**config.mk**
```make
export PLATFORM = sky130hd
export DESIGN_NAME = lutreg_reduce_pipe
export DESIGN_NICKNAME = d
export VERILOG_FILES = /design/src/rtl/lutreg_reduce_pipe.sv
export SDC_FILE = /design/constraint.sdc
export NUM_CORES = 1
export LEC_CHECK = 0
export CORE_ASPECT_RATIO = 1.1
export CORE_MARGIN = 2
export CORE_UTILIZATION = 50
export DETAILED_ROUTE_END_ITERATION = 10
export GPL_TIMING_DRIVEN = 0
export HOLD_SLACK_MARGIN = 0.02
export PLACE_DENSITY = 0.72
export SLEW_MARGIN = 20
export SYNTH_ARGS = -nofsm -noshare
export SYNTH_HDL_FRONTEND = slang
export SYNTH_SLANG_ARGS = --single-unit
```
**constraint.sdc**
```tcl
create_clock -name clock0 -period 2.3 [get_ports clock0]
set_clock_uncertainty 0.1 [all_clocks]
set_input_delay 0.23 -clock clock0 [delete_from_list [all_inputs] [get_ports clock0]]
set_output_delay 0.23 -clock clock0 [all_outputs]
set_load 0.1 [all_outputs]
```
**src/rtl/lutreg_reduce_pipe.sv**
```systemverilog
// lutreg_reduce_pipe: registers a WIDTH-bit vector, reduces it through a LUT_K-ary tree with a register per level.
// Latency: LEVELS+1 enabled clocks from in_valid sample to out_valid; one transaction per enabled clock.
// Backpressure: none; ce=0 freezes every register. Optional LUTREG_REDUCE_CNT_EN adds ones_cnt/cnt_clr.
module lutreg_reduce_pipe #(
  parameter int WIDTH = 8,
  parameter int LUT_K = 6
) (
  input  logic             clock0,
  input  logic             reset,
  input  logic             ce,
  input  logic             in_valid,
  input  logic [WIDTH-1:0] in_data,
  input  logic [1:0]       in_op,
  output logic             out_valid,
  output logic             out_data
`ifdef LUTREG_REDUCE_CNT_EN
  ,
  output logic [15:0]      ones_cnt,
  input  logic             cnt_clr
`endif
);

  localparam logic [1:0] OP_AND  = 2'b00;
  localparam logic [1:0] OP_OR   = 2'b01;
  localparam logic [1:0] OP_XOR  = 2'b10;
  localparam logic [1:0] OP_NAND = 2'b11;

  // Smallest L with k^L >= w.
  function automatic int calc_levels(int w, int k);
    int l;
    int p;
    l = 0;
    p = 1;
    while (p < w) begin
      p = p * k;
      l = l + 1;
    end
    return l;
  endfunction

  // Width of tree level n (level 0 is the registered input vector).
  function automatic int lvl_w(int n);
    int w;
    w = WIDTH;
    for (int i = 0; i < n; i++) w = (w + LUT_K - 1) / LUT_K;
    return w;
  endfunction

  // Bit offset of level n inside the flattened data pipeline.
  function automatic int lvl_off(int n);
    int o;
    o = 0;
    for (int i = 0; i < n; i++) o = o + lvl_w(i);
    return o;
  endfunction

  localparam int LEVELS = calc_levels(WIDTH, LUT_K);
  localparam int TOTAL  = lvl_off(LEVELS + 1);

  // All level registers packed back to back; the last level is the single out_data bit.
  logic [TOTAL-1:0] dat_q;
  logic [TOTAL-1:0] dat_d;
  logic [1:0]       op_q [0:LEVELS-1];
  logic [LEVELS:0]  vld_q;

  assign dat_d[WIDTH-1:0] = in_data;

  for (genvar n = 1; n <= LEVELS; n++) begin : g_lvl
    localparam int WI = lvl_w(n - 1);
    localparam int WO = lvl_w(n);
    localparam int OI = lvl_off(n - 1);
    localparam int OO = lvl_off(n);

    logic [1:0]          op;
    logic [WO*LUT_K-1:0] padded;
    logic [WO-1:0]       red;

    assign op = op_q[n-1];

    // Partial last group is filled with the operator identity so it never alters the result.
    for (genvar i = 0; i < WO * LUT_K; i++) begin : g_pad
      if (i < WI) begin : g_src
        assign padded[i] = dat_q[OI+i];
      end else begin : g_id
        assign padded[i] = (op == OP_AND) || (op == OP_NAND);
      end
    end

    // NAND travels as AND through the tree.
    for (genvar g = 0; g < WO; g++) begin : g_grp
      logic [LUT_K-1:0] grp;
      assign grp    = padded[g*LUT_K +: LUT_K];
      assign red[g] = (op == OP_OR)  ? |grp :
                      (op == OP_XOR) ? ^grp : &grp;
    end

    if (n == LEVELS) begin : g_last
      // The only inversion for NAND, right before the out_data register.
      assign dat_d[OO] = red[0] ^ (op == OP_NAND);
    end else begin : g_mid
      assign dat_d[OO +: WO] = red;
    end
  end

  // Whole pipeline (data, op, valid) advances together on ce; reset discards everything in flight.
  always_ff @(posedge clock0 or posedge reset) begin
    if (reset) begin
      dat_q <= '0;
      vld_q <= '0;
      for (int n = 0; n < LEVELS; n++) op_q[n] <= 2'b00;
    end else if (ce) begin
      dat_q    <= dat_d;
      vld_q    <= {vld_q[LEVELS-1:0], in_valid};
      op_q[0]  <= in_op;
      for (int n = 1; n < LEVELS; n++) op_q[n] <= op_q[n-1];
    end
  end

  assign out_valid = vld_q[LEVELS];
  assign out_data  = dat_q[TOTAL-1];

`ifdef LUTREG_REDUCE_CNT_EN
  logic final_one;
  assign final_one = vld_q[LEVELS-1] & dat_d[TOTAL-1];

  // Counts results of 1 as they are loaded into the output register; clear wins, saturates at all-ones.
  always_ff @(posedge clock0 or posedge reset) begin
    if (reset) begin
      ones_cnt <= '0;
    end else if (ce) begin
      if (cnt_clr) begin
        ones_cnt <= '0;
      end else if (final_one && (ones_cnt != 16'hFFFF)) begin
        ones_cnt <= ones_cnt + 16'd1;
      end
    end
  end
`endif

endmodule
```
=== Word level (Yosys, flattened, before mapping) ===
Index checks and enable logic that the tools add are counted.

* Multiplexer cells: 6
* Bitwise gates (word level): 1
* Reduce and logical (&&, ||, !) cells: 13
* Equality and inequality tests: 6

{| class="wikitable"
|+ Operator list
! cell !! count
|-
| parity 6 bit || 3
|-
| equality test 2 bit, second input constant || 4
|-
| 2-to-1 mux 1 bit || 6
|-
| AND reduction 3 bit || 2
|-
| AND reduction 6 bit || 1
|-
| OR reduction 3 bit || 2
|-
| OR reduction 6 bit || 1
|-
| equality test 2 x 1 -> 1 bit, second input constant || 2
|-
| logical NOT 2 bit || 2
|-
| logical OR 1 bit || 2
|-
| bitwise XOR 1 bit || 1
|}

* Word-level logic and storage cells: 30
* Register bits: 18
* Input bits: 14
* Output and inout bits: 2

=== Logic depth before layout (Yosys ltp) ===
Gate-level depths: netlist (run 1).

* Depth in word-level cells: 6
* Mapped depth: 6
* Mapped depth without buffers: 6

=== Worst setup path after synthesis (run 1) ===
OpenSTA, ideal clock, no wires.

* Path type: reg-to-reg
* From: register dat_q[8]
* To: register dat_q[10]
* Arrival time: 1.360 ns
* Clock period less this slack: 1.580 ns
* Cell stages (with the launch flop): 7
* Path buffers: 0
* Slack: 0.720 ns
* Cell sequence: dfrtp_1 inv_1 ha_1 a21oi_1 a21oi_1 or3_1 a31o_1

* Longest elaborated chain between the ends: 4
* Elaborated cells between the ends (all ways): 6
* Those cells by class: 2 x mux; 1 x bitwise; 3 x reduce/logical

{| class="wikitable"
|+ RTL lines
! element !! RTL line !! RTL
|-
| start: declaration || 61 || <nowiki>logic [TOTAL-1:0] dat_q;</nowiki>
|-
| start signal: assignment || 112 || <nowiki>dat_q <= dat_d;</nowiki>
|-
| parity 6 bit or AND reduction 3 bit (tied branches) || 94 || <nowiki>(op == OP_XOR) ? ^grp : &grp;</nowiki>
|-
| 2-to-1 mux 1 bit || 94 ||
|-
| 2-to-1 mux 1 bit * || 93 || <nowiki>assign red[g] = (op == OP_OR) ? |grp :</nowiki>
|-
| bitwise XOR 1 bit * || 99 || <nowiki>assign dat_d[OO] = red[0] ^ (op == OP_NAND);</nowiki>
|}

Every way passes the cells marked *; elsewhere a longest branch is shown, timed or not.
A chain may end at the register's enable or synchronous reset.

=== Final worst setup path (run 1) ===
* From: register dat_q[10]
* To: output out_data

{| class="wikitable"
|+ RTL lines
! element !! RTL line !! RTL
|-
| end: declaration || 15 || <nowiki>output logic out_data</nowiki>
|}

No word-level cell between the ends.

==> implementation parameters, run 1 <==
Parameter                              Value

Setup path
  Slowest cell on crit path ... clkdlybuf4s50_1
  Arrival @ worst endpoint ... 1.79 ns
  R2R cell count ... 6
  Top Family by Delay on Critical Path ... buffers and inverters
  Worst reg2reg endpoint ... dat_q[10]
  Start-to-end type of the worst setup path ... reg -> out
  Maximum single-stage delay on the critical path ... 1.13 ns
  Buf/Inv on CP ... 1
  Critical Path Fanout Max ... 2
  Ordered cell list for the critical path ... clkdlybuf4s50_1
  Startpoint types ... flip-flop
  Crit path required time ... 1.97 ns
  Reg-to-reg critical path startpoint ... dat_q[8]
  Endpoint class of the critical path ... primary output
  Reg-to-reg slack, setup ... 0.61 ns

Clock network
  Cells resized by post-CTS repair ... 0
  Root Driver ... clkbuf_4
  Number of buffers created by CTS ... 3
  Maximum root-to-sink buffer count ... 2
  CTS tree ... done
  CTS clock-pin slew for the worst setup and hold paths ... 0.10 ns
  Post-CTS setup buffer count ... 0
  Number of H-tree levels ... 1
  Cts-stage hold buffer count ... 0
  TritonCTS Sinks ... 18
  Later-pin clock latency in the skew report ... 0.29 ns

Finish
  Multi-input gate area ... 459 µm²
  NumNets Final ... 149
  Number of antenna repair diodes ... 0
  Total non-filler cell area in the finished layout ... 1200 µm²
  Finished Layout Cells ... 146
  Number of filler cells placed in the layout ... 159
  Area growth, synth to finish ... 21.2%
  Combined flip-flop and latch cell area ... 450 µm²
  Fraction of layout instances using a drive strength above 1 ... 6.72%
  Utilization after layout ... 65.9%

STA
  Unrepaired setup endpoints after global routing ... false
  Maximum operating frequency ... 0.472 GHz
  Final count of pins violating max slew ... 0
  Final count of hold timing violations ... 0
  Worst-case hold slack ... 0.230 ns
  Final count of negative-setup-slack endpoints ... 0
  Final period util ... 92.1%
  Slew at the pin closest to its max-slew limit ... 0.960 ns
  Aggregate negative setup slack ... 0 ns
  Period minus WS final ... 2.12 ns
  Worst rel slew slack ... 35.8%
  Final setup slack of the worst path ... 0.182 ns

Synthesis
  Post-synthesis cell area ... 990 µm²
  Most used DFF post-synth ... dfrtp_1
  Number of warnings reported in the yosys synthesis log ... 0
  Synth async-reset ratio ... 100%
  Synthesized netlist cell count ... 101
  Distinct cells, synth ... 21
  Synthesized Nets ... 130
  Post-synthesis sequential area ratio ... 45.5%
  Synth area leader ... dfrtp_1
  Synth Register Bits ... 18
  Top cell type's share of synthesized area ... 45.5%
  Count of flip-flops with a built-in enable after synthesis ... 0
  Leading post-synthesis cells by cell area ... dfrtp_1 46%, ha_1 19%, o21ai_0 7.1%
  Post-Syn Area per Cell ... 9.80 µm²

Route
  Initial drt markers ... 12
  Routed wirelength normalized by instance count ... 11.8 µm
  Average via count per standard cell ... 4.96
  Via count ... 724
  Remaining number of nets flagged by the antenna check after routing ... 0
  Final WL ... 1.73 mm
  First-pass detailed-route iteration total ... 4
  DR DRC count ... 0

Die
  Std-Cell Core Area ... 1820 µm²
  Row count ... 16
  Overall die width ... 46.4 µm
  Initial cell density of the core ... 54.3%
  Height of the die ... 50.7 µm
  Die outline area ... 2350 µm²
  Number of ports placed on the die boundary ... 16

Power
  Overall Power ... 0.816 mW
  Leak Pwr ... 0.582 nW
  Maximum resistive drop on vdd ... 0.387 mV
  Power density over the cells ... 680 nW/µm²

Outcome
  Run status ... completed

Placed design
  Place WS ... 0.505 ns
  Placer congestion estimate ... 0.760
  Area after DPL ... 1160 µm²
  DP HPWL ... 1.30 mm
  Placed cells ... 142
  Count of buffers inserted at the top-level ports ... 14

Job
  Max-cap check violation count ... 0

Global route
  Via count of the first global-routing pass ... 728
  Total global routing overflow ... 0
  Aggregate global-route resource usage ... 18.5%
  Initial antenna violation count ... 0
  Maximum number of pins on one net before global-route repair ... 19
  First-pass GRT wire length ... 3.04 mm

Hold path
  Worst hold path class ... in -> async
## worst max path at each step
| stage | depth (start not counted) | slack (ns) | start | to |
|---|---|---|---|---|
| 2_1_floorplan | 6 | 0.72 | dat_q[8] | dat_q[10] |
| 3_3_place_gp | 1 | 0.52 | vld_q[2] | out_valid |
| 3_5_place_dp | 1 | 0.50 | vld_q[2] | out_valid |
| 4_1_cts | 1 | 0.16 | vld_q[2] | out_valid |
| 5_1_grt | 1 | 0.11 | vld_q[2] | out_valid |
| 6_report | 1 | 0.18 | dat_q[10] | out_data |
## placed cells by master (no fill, tap or decap), drive strengths merged
cell	netlist	routed
a21oi	2	2
a31o	1	1
a31oi	1	1
a41oi	2	2
buf	1	1
clkbuf	3	7
clkdlybuf4s50	0	14
dfrtp	18	18
ha	15	15
inv	17	17
mux2	3	3
mux2i	1	1
nand2	13	13
nand3	1	1
nand3b	1	1
nand4	1	1
nor2	1	1
nor2b	2	2
o21a	1	1
o21ai	14	14
or3	1	1
xnor2	2	2
## power by group
part	switching [mW]	internal [mW]	leakage, nW
Clock	0.100	0.0965	0.0210
Combinational	0.143	0.0977	0.344
Sequential	0.0242	0.355	0.217
## synth_stat cells (2+ instances only)
library cell and n:
clkbuf_1 3, a41oi_1 2, xnor2_1 2, o21ai_0 14, dfrtp_1 18, nor2b_1 2
mux2_2 3, ha_1 15, nand2_1 13, a21oi_1 2, inv_1 17
## final cells by class
cell class,count,share of cell area [%]
multi-input combinational,62,38.3
sequential,18,37.5
timing repair buffer,14,11.7
inverter,17,5.32
clock buffer,4,3.02
tap,27,2.82
buffer,4,1.36
## routing by layer
| layer | track usage [%] | up-vias | share of wire [%] |
|---|---|---|---|
| li1 | - | 363 | - |
| met5 | 0 | - | 0 |
| met1 | 22.6 | 345 | 46 |
| met3 | 6.83 | 4 | 4.2 |
| met2 | 28.7 | 12 | 48 |
| met4 | 7.62 | 0 | 1.8 |
## kinds of logic after synthesis
kind of cell,Yosys count,synth area share [%]
flip-flops,18,45.5
buffers and inverters,21,8.09
AND/OR/NAND/NOR,20,9.10
XOR/XNOR,2,1.77
adder cells (fa/ha/maj),15,19.0
multiplexers,4,4.42
AO/OA/AOI/OAI,21,12.1
## state kept, by name (all words and copies together), names as in the netlist
| name | cells |
|---|---|
| g_lvl.op | 4 |
| vld_q | 3 |
| dat_q | 11 |
Note: power is estimated with default switching activity, not from simulation.
==> run 2, diff against run 1 <==
--- a/config.mk
+++ b/config.mk
@@ -12,6 +12,7 @@
 export GPL_TIMING_DRIVEN = 0
 export HOLD_SLACK_MARGIN = 0.02
 export PLACE_DENSITY = 0.72
+export SETUP_SLACK_MARGIN = 0.02
 export SLEW_MARGIN = 20
 export SYNTH_ARGS = -nofsm -noshare
 export SYNTH_HDL_FRONTEND = slang
==> results of run 2 <==
No change in the layout: final DEF, timing and power equal those of run 1.
